===== src/rtl/axi_rd_arbiter_if.sv =====
// rtl/axi_rd_arbiter_if.sv - AXI4 read address/data channel bundle
//
// Purpose: one AXI4 read link (AR + R channels). Used for both upstream
// master ports of the arbiter and its single downstream port.
// Ports (signals):
//   arvalid/arready, araddr[ADDR_WIDTH], arid[ID_WIDTH], arlen[8],
//   arsize[3], arburst[2]                  read address channel
//   rvalid/rready, rdata[DATA_WIDTH], rresp[2], rlast, rid[ID_WIDTH]
//                                          read data channel
// Modports:
//   master - issues AR, accepts R (drives ar*, rready)
//   slave  - accepts AR, returns R (drives arready, r* except rready)
interface axi_rd_arbiter_if #(
  parameter int ADDR_WIDTH = 32,
  parameter int DATA_WIDTH = 32,
  parameter int ID_WIDTH   = 4
);
  logic                  arvalid;
  logic                  arready;
  logic [ADDR_WIDTH-1:0] araddr;
  logic [ID_WIDTH-1:0]   arid;
  logic [7:0]            arlen;
  logic [2:0]            arsize;
  logic [1:0]            arburst;
  logic                  rvalid;
  logic                  rready;
  logic [DATA_WIDTH-1:0] rdata;
  logic [1:0]            rresp;
  logic                  rlast;
  logic [ID_WIDTH-1:0]   rid;

  modport master (
    output arvalid, araddr, arid, arlen, arsize, arburst, rready,
    input  arready, rvalid, rdata, rresp, rlast, rid
  );

  modport slave (
    input  arvalid, araddr, arid, arlen, arsize, arburst, rready,
    output arready, rvalid, rdata, rresp, rlast, rid
  );
endinterface


===== src/rtl/axi_rd_arbiter.sv =====
// rtl/axi_rd_arbiter.sv - round-robin arbiter sharing one AXI4 read channel
//
// Purpose: shares the downstream AXI4 read channel between the instruction
// fetch path (s0) and the load/store unit (s1). One read transaction is in
// flight at a time; the grant is held from the AR handshake until the R beat
// carrying rlast is accepted.
// Ports:
//   clock      in   system clock
//   reset      in   asynchronous, active-high reset
//   s0         slave  fetch master read link
//   s1         slave  LSU master read link
//   m          master downstream read link
//   busy       out  arbiter is not idle
//   proto_err  out  sticky: rlast arrived early or late relative to arlen
module axi_rd_arbiter #(
  parameter int ADDR_WIDTH = 32,
  parameter int DATA_WIDTH = 32,
  parameter int ID_WIDTH   = 4
) (
  input  logic             clock,
  input  logic             reset,
  axi_rd_arbiter_if.slave  s0,
  axi_rd_arbiter_if.slave  s1,
  axi_rd_arbiter_if.master m,
  output logic             busy,
  output logic             proto_err
);

  localparam logic [2:0] ST_IDLE = 3'd0;
  localparam logic [2:0] ST_AR0  = 3'd1;
  localparam logic [2:0] ST_AR1  = 3'd2;
  localparam logic [2:0] ST_R0   = 3'd3;
  localparam logic [2:0] ST_R1   = 3'd4;

  logic [2:0] state;
  logic       last_grant;
  logic [7:0] beat_cnt;
  logic [7:0] burst_len;

  logic in_ar;
  logic in_r;
  logic sel;       // owner of the current AR/R phase: 0 = s0, 1 = s1
  logic winner;
  logic r_fire;

  logic                  sel_arvalid;
  logic [ADDR_WIDTH-1:0] sel_araddr;
  logic [ID_WIDTH-1:0]   sel_arid;
  logic [DATA_WIDTH-1:0] r_data_bcast;
  logic [ID_WIDTH-1:0]   r_id_bcast;

  assign in_ar = (state == ST_AR0) || (state == ST_AR1);
  assign in_r  = (state == ST_R0)  || (state == ST_R1);
  assign sel   = (state == ST_AR1) || (state == ST_R1);
  assign busy  = (state != ST_IDLE);

  // On a tie the master that was not granted last time wins.
  assign winner = (s0.arvalid && s1.arvalid) ? ~last_grant : s1.arvalid;

  // AR path: the owner's request is forwarded combinationally.
  assign sel_arvalid = sel ? s1.arvalid : s0.arvalid;
  assign sel_araddr  = sel ? s1.araddr  : s0.araddr;
  assign sel_arid    = sel ? s1.arid    : s0.arid;

  assign m.arvalid = in_ar && sel_arvalid;
  assign m.araddr  = sel_araddr;
  assign m.arid    = sel_arid;
  assign m.arlen   = sel ? s1.arlen   : s0.arlen;
  assign m.arsize  = sel ? s1.arsize  : s0.arsize;
  assign m.arburst = sel ? s1.arburst : s0.arburst;

  assign s0.arready = in_ar && !sel && m.arready;
  assign s1.arready = in_ar &&  sel && m.arready;

  // R path: handshake routed to the owner, payload broadcast to both.
  assign m.rready  = in_r && (sel ? s1.rready : s0.rready);
  assign s0.rvalid = in_r && !sel && m.rvalid;
  assign s1.rvalid = in_r &&  sel && m.rvalid;

  assign r_data_bcast = m.rdata;
  assign r_id_bcast   = m.rid;

  assign s0.rdata = r_data_bcast;
  assign s1.rdata = r_data_bcast;
  assign s0.rid   = r_id_bcast;
  assign s1.rid   = r_id_bcast;
  assign s0.rresp = m.rresp;
  assign s1.rresp = m.rresp;
  assign s0.rlast = m.rlast;
  assign s1.rlast = m.rlast;

  assign r_fire = m.rvalid && m.rready;

  always_ff @(posedge clock or posedge reset) begin
    if (reset) begin
      state      <= ST_IDLE;
      last_grant <= 1'b0;
      proto_err  <= 1'b0;
      beat_cnt   <= 8'd0;
      burst_len  <= 8'd0;
    end else begin
      case (state)
        ST_IDLE: begin
          if (s0.arvalid || s1.arvalid) begin
            state      <= winner ? ST_AR1 : ST_AR0;
            last_grant <= winner;
          end
        end
        ST_AR0, ST_AR1: begin
          // A withdrawn request abandons the grant without issuing anything.
          if (!m.arvalid) begin
            state <= ST_IDLE;
          end else if (m.arready) begin
            state     <= sel ? ST_R1 : ST_R0;
            burst_len <= m.arlen;
            beat_cnt  <= 8'd0;
          end
        end
        ST_R0, ST_R1: begin
          if (r_fire) begin
            beat_cnt <= beat_cnt + 8'd1;
            // rlast must coincide exactly with beat number arlen (0-based).
            if (m.rlast != (beat_cnt == burst_len)) begin
              proto_err <= 1'b1;
            end
            if (m.rlast) begin
              state <= ST_IDLE;
            end
          end
        end
        default: state <= ST_IDLE;
      endcase
    end
  end

endmodule


===== src/flat_wrapper.sv =====
// flat-port wrapper written by rule: the top's interface ports become plain ports
module axi_rd_arbiter_flat 
#(
  parameter int ADDR_WIDTH = 32,
  parameter int DATA_WIDTH = 32,
  parameter int ID_WIDTH   = 4
)
  (clock, reset, busy, proto_err, s0_arvalid, s0_araddr, s0_arid, s0_arlen, s0_arsize, s0_arburst, s0_rready, s0_arready, s0_rvalid, s0_rdata, s0_rresp, s0_rlast, s0_rid, s1_arvalid, s1_araddr, s1_arid, s1_arlen, s1_arsize, s1_arburst, s1_rready, s1_arready, s1_rvalid, s1_rdata, s1_rresp, s1_rlast, s1_rid, m_arvalid, m_araddr, m_arid, m_arlen, m_arsize, m_arburst, m_rready, m_arready, m_rvalid, m_rdata, m_rresp, m_rlast, m_rid);
  axi_rd_arbiter_if #(.ADDR_WIDTH(ADDR_WIDTH), .DATA_WIDTH(DATA_WIDTH), .ID_WIDTH(ID_WIDTH)) s0_i ();
  axi_rd_arbiter_if #(.ADDR_WIDTH(ADDR_WIDTH), .DATA_WIDTH(DATA_WIDTH), .ID_WIDTH(ID_WIDTH)) s1_i ();
  axi_rd_arbiter_if #(.ADDR_WIDTH(ADDR_WIDTH), .DATA_WIDTH(DATA_WIDTH), .ID_WIDTH(ID_WIDTH)) m_i ();
  input  logic clock;
  input  logic reset;
  output logic busy;
  output logic proto_err;
  input wire logic [$bits(s0_i.arvalid)-1:0] s0_arvalid;
  input wire logic [$bits(s0_i.araddr)-1:0] s0_araddr;
  input wire logic [$bits(s0_i.arid)-1:0] s0_arid;
  input wire logic [$bits(s0_i.arlen)-1:0] s0_arlen;
  input wire logic [$bits(s0_i.arsize)-1:0] s0_arsize;
  input wire logic [$bits(s0_i.arburst)-1:0] s0_arburst;
  input wire logic [$bits(s0_i.rready)-1:0] s0_rready;
  output wire logic [$bits(s0_i.arready)-1:0] s0_arready;
  output wire logic [$bits(s0_i.rvalid)-1:0] s0_rvalid;
  output wire logic [$bits(s0_i.rdata)-1:0] s0_rdata;
  output wire logic [$bits(s0_i.rresp)-1:0] s0_rresp;
  output wire logic [$bits(s0_i.rlast)-1:0] s0_rlast;
  output wire logic [$bits(s0_i.rid)-1:0] s0_rid;
  input wire logic [$bits(s1_i.arvalid)-1:0] s1_arvalid;
  input wire logic [$bits(s1_i.araddr)-1:0] s1_araddr;
  input wire logic [$bits(s1_i.arid)-1:0] s1_arid;
  input wire logic [$bits(s1_i.arlen)-1:0] s1_arlen;
  input wire logic [$bits(s1_i.arsize)-1:0] s1_arsize;
  input wire logic [$bits(s1_i.arburst)-1:0] s1_arburst;
  input wire logic [$bits(s1_i.rready)-1:0] s1_rready;
  output wire logic [$bits(s1_i.arready)-1:0] s1_arready;
  output wire logic [$bits(s1_i.rvalid)-1:0] s1_rvalid;
  output wire logic [$bits(s1_i.rdata)-1:0] s1_rdata;
  output wire logic [$bits(s1_i.rresp)-1:0] s1_rresp;
  output wire logic [$bits(s1_i.rlast)-1:0] s1_rlast;
  output wire logic [$bits(s1_i.rid)-1:0] s1_rid;
  output wire logic [$bits(m_i.arvalid)-1:0] m_arvalid;
  output wire logic [$bits(m_i.araddr)-1:0] m_araddr;
  output wire logic [$bits(m_i.arid)-1:0] m_arid;
  output wire logic [$bits(m_i.arlen)-1:0] m_arlen;
  output wire logic [$bits(m_i.arsize)-1:0] m_arsize;
  output wire logic [$bits(m_i.arburst)-1:0] m_arburst;
  output wire logic [$bits(m_i.rready)-1:0] m_rready;
  input wire logic [$bits(m_i.arready)-1:0] m_arready;
  input wire logic [$bits(m_i.rvalid)-1:0] m_rvalid;
  input wire logic [$bits(m_i.rdata)-1:0] m_rdata;
  input wire logic [$bits(m_i.rresp)-1:0] m_rresp;
  input wire logic [$bits(m_i.rlast)-1:0] m_rlast;
  input wire logic [$bits(m_i.rid)-1:0] m_rid;
  assign s0_i.arvalid = s0_arvalid;
  assign s0_i.araddr = s0_araddr;
  assign s0_i.arid = s0_arid;
  assign s0_i.arlen = s0_arlen;
  assign s0_i.arsize = s0_arsize;
  assign s0_i.arburst = s0_arburst;
  assign s0_i.rready = s0_rready;
  assign s0_arready = s0_i.arready;
  assign s0_rvalid = s0_i.rvalid;
  assign s0_rdata = s0_i.rdata;
  assign s0_rresp = s0_i.rresp;
  assign s0_rlast = s0_i.rlast;
  assign s0_rid = s0_i.rid;
  assign s1_i.arvalid = s1_arvalid;
  assign s1_i.araddr = s1_araddr;
  assign s1_i.arid = s1_arid;
  assign s1_i.arlen = s1_arlen;
  assign s1_i.arsize = s1_arsize;
  assign s1_i.arburst = s1_arburst;
  assign s1_i.rready = s1_rready;
  assign s1_arready = s1_i.arready;
  assign s1_rvalid = s1_i.rvalid;
  assign s1_rdata = s1_i.rdata;
  assign s1_rresp = s1_i.rresp;
  assign s1_rlast = s1_i.rlast;
  assign s1_rid = s1_i.rid;
  assign m_arvalid = m_i.arvalid;
  assign m_araddr = m_i.araddr;
  assign m_arid = m_i.arid;
  assign m_arlen = m_i.arlen;
  assign m_arsize = m_i.arsize;
  assign m_arburst = m_i.arburst;
  assign m_rready = m_i.rready;
  assign m_i.arready = m_arready;
  assign m_i.rvalid = m_rvalid;
  assign m_i.rdata = m_rdata;
  assign m_i.rresp = m_rresp;
  assign m_i.rlast = m_rlast;
  assign m_i.rid = m_rid;
  axi_rd_arbiter #(.ADDR_WIDTH(ADDR_WIDTH), .DATA_WIDTH(DATA_WIDTH), .ID_WIDTH(ID_WIDTH)) u_core (.clock(clock), .reset(reset), .s0(s0_i), .s1(s1_i), .m(m_i), .busy(busy), .proto_err(proto_err));
endmodule

===== config.mk =====
export PLATFORM = sky130hd
export DESIGN_NAME = axi_rd_arbiter_flat
export DESIGN_NICKNAME = d
export VERILOG_FILES = /design/src/rtl/axi_rd_arbiter_if.sv /design/src/rtl/axi_rd_arbiter.sv /design/src/flat_wrapper.sv
export SDC_FILE = /design/constraint.sdc
export NUM_CORES = 1
export LEC_CHECK = 0
export ABC_AREA = 1
export BUFFER_PORTS_ARGS = -buffer_cell sky130_fd_sc_hd__buf_2
export CORE_AREA = 3 3 108 110
export CTS_CLUSTER_DIAMETER = 60
export CTS_CLUSTER_SIZE = 10
export DETAILED_ROUTE_END_ITERATION = 7
export DIE_AREA = 0 0 111 113
export GPL_ROUTABILITY_DRIVEN = 0
export PLACE_DENSITY_LB_ADDON = 0.25
export RECOVER_POWER = 25
export SLEW_MARGIN = 20
export SYNTH_ARGS = -nofsm -noshare
export SYNTH_HDL_FRONTEND = slang
export SYNTH_SLANG_ARGS = --single-unit

===== constraint.sdc =====
create_clock -name clock -period 3.3 [get_ports clock]
set_clock_uncertainty 0.2 [all_clocks]
set_input_delay 0.165 -clock clock [delete_from_list [all_inputs] [get_ports clock]]
set_output_delay 0.165 -clock clock [all_outputs]
set_load 0.01 [all_outputs]

[Word level (Yosys, flattened, before mapping)]
Index checks and enable logic that the tools add are counted.
W data, S select, Z words.
Cells by class
  reduce and logical (&&, ||, !) cells: 27
  muxes and demuxes: 20
  equal/unequal tests: 12
  add/subtract/negate cells: 1
  bitwise operators: 1
Operators by type and width (count)
  $mux W32: 1
  $mux W8: 4
  $mux W3: 7
  $pmux W8 S2: 1
  $logic_and A1 B1 Y1: 12
  $pmux W3 S3: 1
  $add A8 B1 Y8 const B: 1
  $eq A8 B8 Y1: 1
  $reduce_and A4 Y1: 2
  $eq A3 B2 Y1 const B: 2
  $ne A2 B2 Y1 const B: 3
  $reduce_and A3 Y1: 2
  $logic_or A1 B1 Y1: 4
  $mux W2: 2
  $mux W4: 1
  $ne A2 B1 Y1 const B: 2
  $reduce_or A2 Y1: 2
  $eq A3 B1 Y1 const B: 1
  $eq A3 B3 Y1 const B: 1
  $logic_not A3 Y1: 1
  $mux W1: 3
  $ne A3 B3 Y1 const B: 1
  $reduce_bool A3 Y1: 1
  $reduce_and A2 Y1: 1
  4 further kinds: 4
Storage, ports and cells
  output and inout port bits: 135
  input bits: 145
  logic and storage cells: 66
  register bits after elaboration: 21

[Longest topological paths before layout]
Gate-level depths: netlist (run 1).
  word-level depth: 7
  gate-level depth with buffers: 10
  gate-level depth less buffers: 9

[Least setup slack after synthesis (run 1)]
Ideal clock, no wire load.
  path kind: reg-to-output
  start: reg u_core.state[1]
  end: out m_araddr[24]
  data required time: 2.935 ns
  setup slack: 1.534 ns
  arrival: 1.401 ns
  stages on the path, launching flop included: 8
  buffers on the path: 3
  cells stage by stage: dfrtp_1 > buf_4 > nor2_4 > nand2_2 > nand2_4 > buf_6 > buf_6 > mux2_4
On the way
  longest elaborated chain between the ends: 3
  elaborated cells between the ends (all ways): 4
  those cells by class: eq/ne (2); mux (1); reduce/logical (1)
RTL lines
  start, declared: line axi_rd_arbiter.sv:35  | logic [2:0] state;
  start signal, assigned: line axi_rd_arbiter.sv:105  | state <= winner ? ST_AR1 : ST_AR0;
  start signal, assigned: line axi_rd_arbiter.sv:114  | state <= sel ? ST_R1 : ST_R0;
  $eq A3 B2 Y1 / $eq A3 B3 Y1 (equally long branches): line axi_rd_arbiter.sv:54  | assign sel = (state == ST_AR1) || (state == ST_R1);
  $logic_or A1 B1 Y1 (*): line axi_rd_arbiter.sv:54
  $mux W32 (*): line axi_rd_arbiter.sv:62  | assign sel_araddr = sel ? s1.araddr : s0.araddr;
  end, declared: line flat_wrapper.sv:43  | output wire logic [$bits(m_i.araddr)-1:0] m_araddr;
Every way passes the cells marked *; elsewhere a longest branch is shown, timed or not.

[Worst setup path in the final report (run 1)]
  start: reg u_core.state[1]
  end: out m_arburst[1]
On the way
  longest elaborated chain between the ends: 3
  elaborated cells between the ends (all ways): 4
  those cells by class: eq/ne (2); mux (1); reduce/logical (1)
RTL lines
  $eq A3 B2 Y1 / $eq A3 B3 Y1 (equally long branches): line axi_rd_arbiter.sv:54
  $logic_or A1 B1 Y1 (*): line axi_rd_arbiter.sv:54
  $mux W2 (*): line axi_rd_arbiter.sv:70  | assign m.arburst = sel ? s1.arburst : s0.arburst;
  end, declared: line flat_wrapper.sv:47  | output wire logic [$bits(m_i.arburst)-1:0] m_arburst;
Marks and branches as above.

==> results.txt, run 1 <==
Peak Freq = 371 MHz
Syn Inst Count = 349
initial core utilization = 0.242
CP arrival = 2.33 ns
largest cells by area after synthesis = buf_4 (23%), dfrtp_1 (20%), mux2_2 (15%), nand2_1 (13%), mux2_4 (4.0%)
drt wl/cell = 17.0 µm
Max transition margin = 0.434
post-CTS sizing = 0
CP required = 2.93 ns
# clock sinks = 21
Slew Limit Fails = 0
Reg2Reg Setup Slack = 1.14 ns
Worst setup EP type = output port
critical path class = register to output port
RSZ-0062 raised after global routing = false
LEAKAGE = 1.67 nW
PwrDens = 678 nW/µm²
Clock Power Share = 0.089
worst hold slack = 0.0125 ns
synth unique cells = 26
final hold violation count = 0
synthesized cell area = 2620 µm²
WL final = 9740 µm
fin crit share = 0.816
Nets = 579
type of origin of the critical path = register
drt drc = 0
CP max FO = 49
Combinational Power Share = 0.710
Worst setup endpoint = m_arburst[1]
P_int = 1.05 mW
worst hold path cell count = 3
Die Y = 113 µm
I/O Buffers = 165
Die Footprint = 12500 µm²
vias in the first global route = 2509
DR vias = 2472
Final HPWL DP = 8600 µm
Reg power frac = 0.201
IO Pins = 280
RR Startpoint = u_core.state[1]
total power = 2.05 mW
FP Rows = 38
Die X-Extent = 111 µm
r2r endpoint = u_core.burst_len[0]
largest net degree at the start of global routing = 50
Post-CTS Setup Bufs = 0
total net switching power = 995 µW
total negative setup slack = 0 ns
CTS tree = yes
status = finished clean
core area = 10800 µm²
Worst-path clk slew = 0.09 ns
remaining global-route overflow = 0
Yosys top cell by area = buf_4
H-tree Lvls = 1
Antenna Nets Post-Route = 0
number of synthesized register bits = 21
HP Class = primary input to register
FF-to-FF path depth = 7
worst slew pin tran = 0.849 ns
Sw Ratio = 0.486
first-pass GRT wire length = 14300 µm
Worst-Skew Late Latency = 0.27 ns
yosys warns = 0
Area Overhead vs Synth = 15.4%
Setup violations, final = 0
share of layout cells above drive strength 1 = 0.521
most frequent cells in the layout = buf_2 (165), nand2_1 (90), mux2_2 (34)
Initial DRC Count = 60
Tmin final = 2.69 ns
VDD IR max = 0.000262 V
clk root buf = clkbuf_8
drt via density = 4.31
most common cell after layout, fill and taps aside = buf_2
Setup crit start = u_core.state[1]
register area share after synthesis = 0.201
total CTS buffers = 3
Final Util = 0.280
gr usage total = 0.147
layout filler cell count = 1197
Avg Cell Area, Syn = 7.49 µm²
DR pass1 iterations = 4
top-area cell type share of the netlist area = 0.227
hold_buf cts = 1
Max Cap Viol = 0
Max Root-Sink Buffers = 2
syn nets = 495
initial antenna violation count = 2
cells by family (layout without fill, tap and decap cells):
group / count (synthesis) / after routing / synth area share
mux: 41 / 41 / 0.187
simple gates: 156 / 156 / 0.277
xor+xnor: 6 / 6 / 0.0201
fa+ha+maj: 1 / 1 / 0.00478
other cells: 0 / 1 / 0
flops: 21 / 21 / 0.201
buf+inv: 113 / 196 / 0.289
compound gates: 11 / 11 / 0.0225
critical path, stage by stage, from the launching register on:
cell and delay, ns:
dfrtp_1 0.51, nor2_4 0.21, nand2_2 0.21, nand2_4 0.54
mux2_2 0.42, buf_2 0.15
power groups by stage:
stage	Sequential (mW)	Clock [mW]	Combinational [mW]
floorplan	0.385	0	1.17
global placement	0.414	0	1.46
detailed placement	0.414	0	1.48
CTS	0.411	0.189	1.48
global route	0.424	0.193	1.61
finish	0.412	0.182	1.45
layout make-up:
| type | instances | area (µm²) | area share |
|---|---|---|---|
| clock inverters | 1 | 5.00 | 0.00166 |
| diodes | 1 | 2.50 | 0.000829 |
| flip-flops and latches | 21 | 526 | 0.174 |
| clock buffers | 3 | 41.3 | 0.0137 |
| multi-input cells | 215 | 1340 | 0.442 |
| inverters | 26 | 97.6 | 0.0323 |
| repair buffers | 166 | 836 | 0.277 |
| well taps | 140 | 175 | 0.0580 |
through the flow:
stage / cell area (µm²) / std cells / setup WS [ns]
5_1_grt: 3020 / 573 / 0.490
4_1_cts: 3020 / 572 / 0.591
3_3_place_gp: 2960 / 567 / 0.959
6_report: 3020 / 573 / 0.606
3_5_place_dp: 2960 / 567 / 0.899
2_1_floorplan: 2620 / 349 / 1.53
synth_stat cells:
cell	count
a21oi_1	7
a21oi_2	1
buf_2	3
buf_4	79
buf_6	4
clkbuf_1	1
dfrtp_1	21
ha_1	1
inv_1	23
inv_2	3
mux2_2	34
mux2_4	7
nand2_1	90
nand2_2	4
nand2_4	2
nand3_1	21
nand3_2	1
nand3_4	3
nand4_1	11
nor2_1	21
nor2_4	1
nor3_1	1
nor4_1	1
o21ai_0	3
xnor2_1	4
xor2_1	2
state kept, by name, indices dropped and copies added, names as in the netlist:
name and flops:
u_core.state 3, u_core.beat_cnt 8, u_core.last_grant 1, u_core.burst_len 8, u_core.proto_err 1
per-layer routing:
metal	track usage	part of all wire	up-vias
li1	-	-	1213
met1	0.156	0.36	1097
met2	0.259	0.51	145
met3	0.0594	0.11	15
met4	0.0550	0.020	2
met5	0.0275	0.0047	-
worst min-delay path by stage:
stage / start / endpoint / slack (ns)
after floorplan: reset / u_core.beat_cnt[0] / -0.06
after global placement: m_rdata[11] / s0_rdata[11] / 0.13
after detailed placement: m_rdata[11] / s0_rdata[11] / 0.13
after CTS: m_arready / u_core.burst_len[1] / 0.01
after global routing: m_arready / u_core.burst_len[1] / 0.02
final: m_arready / u_core.burst_len[4] / 0.01
Note: power is estimated with default switching activity, not from simulation.
==> run 2, diff against run 1 <==
--- a/config.mk
+++ b/config.mk
@@ -7,11 +7,11 @@
 export LEC_CHECK = 0
 export ABC_AREA = 1
 export BUFFER_PORTS_ARGS = -buffer_cell sky130_fd_sc_hd__buf_2
-export CORE_AREA = 3 3 108 110
+export CORE_AREA = 3 3 132 70
 export CTS_CLUSTER_DIAMETER = 60
 export CTS_CLUSTER_SIZE = 10
 export DETAILED_ROUTE_END_ITERATION = 7
-export DIE_AREA = 0 0 111 113
+export DIE_AREA = 0 0 135 73
 export GPL_ROUTABILITY_DRIVEN = 0
 export PLACE_DENSITY_LB_ADDON = 0.25
 export RECOVER_POWER = 25
==> constraint.sdc (replaced) <==
create_clock -name clock -period 2.17 [get_ports clock]
set_clock_uncertainty 0.2 [all_clocks]
set_input_delay 0.1085 -clock clock [delete_from_list [all_inputs] [get_ports clock]]
set_output_delay 0.1085 -clock clock [all_outputs]
set_load 0.01 [all_outputs]
==> results.txt, run 2 (synthesis results as in run 1) <==
status = finished clean
IO Pins = 280 (unchanged)
layout filler cell count = 860 (-28%)
type of origin of the critical path = register
final hold violation count = 0 (unchanged)
Largest regs = u_core.beat_cnt: 8 flops, u_core.burst_len: 8 flops, u_core.state: 3 flops
I/O Buffers = 165 (unchanged)
largest net degree at the start of global routing = 27 (-46%)
Initial DRC Count = 134 (+120%)
# clock sinks = 21 (unchanged)
Max Cap Viol = 0 (unchanged)
HP Start = m_rdata[9]
most common cell after layout, fill and taps aside = buf_2
drt wl/cell = 17.0 µm (-0.16%)
CP max FO = 15 (-69%)
clk root buf = clkbuf_16
Die X-Extent = 135 µm (+22%)
total negative setup slack = 0 ns (unchanged)
share of layout cells above drive strength 1 = 0.533 (+0.0118)
DR vias = 2456 (-0.65%)
Final HPWL DP = 8100 µm (-5.8%)
H-tree Lvls = 1 (unchanged)
Final Util = 0.396 (+0.117)
core area = 8030 µm² (-26%)
Nets = 592 (+2.2%)
DR pass1 iterations = 4 (unchanged)
drt via density = 4.41 (+2.2%)
worst hold slack = 0.0170 ns (+0.00449 ns)
CP required = 1.86 ns (-1.07 ns)
Area Overhead vs Synth = 21.7%
dpl ws = 0.219 ns (-0.680 ns)
drt drc = 0 (unchanged)
Antenna Nets Post-Route = 0 (unchanged)
Tmin final = 2.10 ns
most frequent cells in the layout = buf_2 (165), nand2_1 (90), mux2_2 (34)
HP Class = primary input to output port
Setup WS post-layout = 0.0725 ns (-0.534 ns)
Worst setup EP type = output port
critical path class = register to output port
RSZ-0062 raised after global routing = false
initial antenna violation count = 0 (-2)
worst slew pin tran = 0.350 ns (-0.498 ns)
# diodes = 0 (-1)
CTS tree = yes
remaining global-route overflow = 0 (unchanged)
VDD IR max = 0.000428 V (+63%)
Setup crit start = u_core.state[1]
total CTS buffers = 3 (unchanged)
fin cells = 557 (-2.8%)
RR Startpoint = u_core.state[2]
gr usage total = 0.182 (+0.0354)
Slew Limit Fails = 0 (unchanged)
fin crit share = 0.967
Peak Freq = 477 MHz
vias in the first global route = 2399 (-4.4%)
DP Cell Count = 544 (-4.1%)
FP Rows = 23 (-39%)
Reg2Reg Setup Slack = 0.32 ns (-0.82 ns)
CP arrival = 1.79 ns (-0.54 ns)
first-pass GRT wire length = 14000 µm (-2.6%)
Worst-path clk slew = 0.06 ns (-0.03 ns)
initial core utilization = 0.326 (+0.0834)
Max Root-Sink Buffers = 2 (unchanged)
LEAKAGE = 1.76 nW (+5.8%)
Die Footprint = 9860 µm² (-21%)
Max transition margin = 0.764 (+0.331)
Die Y = 73 µm (-35%)
WL final = 9450 µm (-2.9%)
PwrDens = 1110 nW/µm² (+64%)
Setup violations, final = 0 (unchanged)
Worst-Skew Late Latency = 0.25 ns (-0.02 ns)
==> run 2: cell count changes in the layout (fill, tap and decap cells not counted), sizes merged <==
cell         previous run  this run
buf                   165       175
clkinv                  1         0
dlygate4sd3             1         3
diode                   1         0
clkbuf                  3         5
==> run 2: what timing repair did <==
item | CTS | global route
hold buffers | 3 | 0
hold endpoints to repair | 24 | 0
pin swaps | 2 | 2
cloned | 0 | 1
setup endpoints to repair | 27 | 33
gates resized for setup | 4 | 1
setup buffers | 1 | 4
==> run 2: layout make-up <==
cell class | instances | area, µm² | area share
Tap cell | 112 | 140 | 0.0440
Multi-Input combinational cell | 215 | 1350 | 0.424
Sequential cell | 21 | 528 | 0.166
Timing Repair Buffer | 179 | 988 | 0.311
Inverter | 26 | 97.6 | 0.0307
Clock buffer | 4 | 78.8 | 0.0248
==> run 2: worst max-delay path: stages (launching register included) <==
cell and delay [ns]:
dfrtp_2 0.45, nor2_4 0.18, nand2_4 0.09, nand2_8 0.13
buf_12 0.17, mux2_2 0.37, buf_2 0.15
==> run 2: final timing paths <==
kind | to | cells after the start
worst min register to register | u_core.proto_err | 2
worst max-delay path | m_arsize[0] | 6
max in group asynchronous | u_core.state[0] | 4
worst min-delay path | s0_rdata[9] | 0
worst max register to register | u_core.burst_len[7] | 7
min in group asynchronous | u_core.beat_cnt[2] | 4
==> run 2: report_power, final <==
group | total, mW | internal, mW | switching (mW)
combinational | 2.53 | 1.19 | 1.34
clock | 0.392 | 0.250 | 0.141
sequential | 0.623 | 0.510 | 0.112
==> run 2: through the flow <==
step	total power [mW]	instance area, µm²
finish	3.55	3180
global route	3.86	3180
CTS	3.46	3120
detailed placement	3.00	2990
global placement	2.98	2990
floorplan	2.37	2620
==> run 2: routing by layer <==
metal | global-route usage | vias up | part of all wire | wire length (µm)
li1 | - | 1242 | - | -
met1 | 0.247 | 1108 | 0.45 | 4230
met2 | 0.294 | 92 | 0.46 | 4340
met3 | 0.0537 | 14 | 0.082 | 774
met4 | 0.0324 | 0 | 0.012 | 110
met5 | 0 | - | 0 | 0
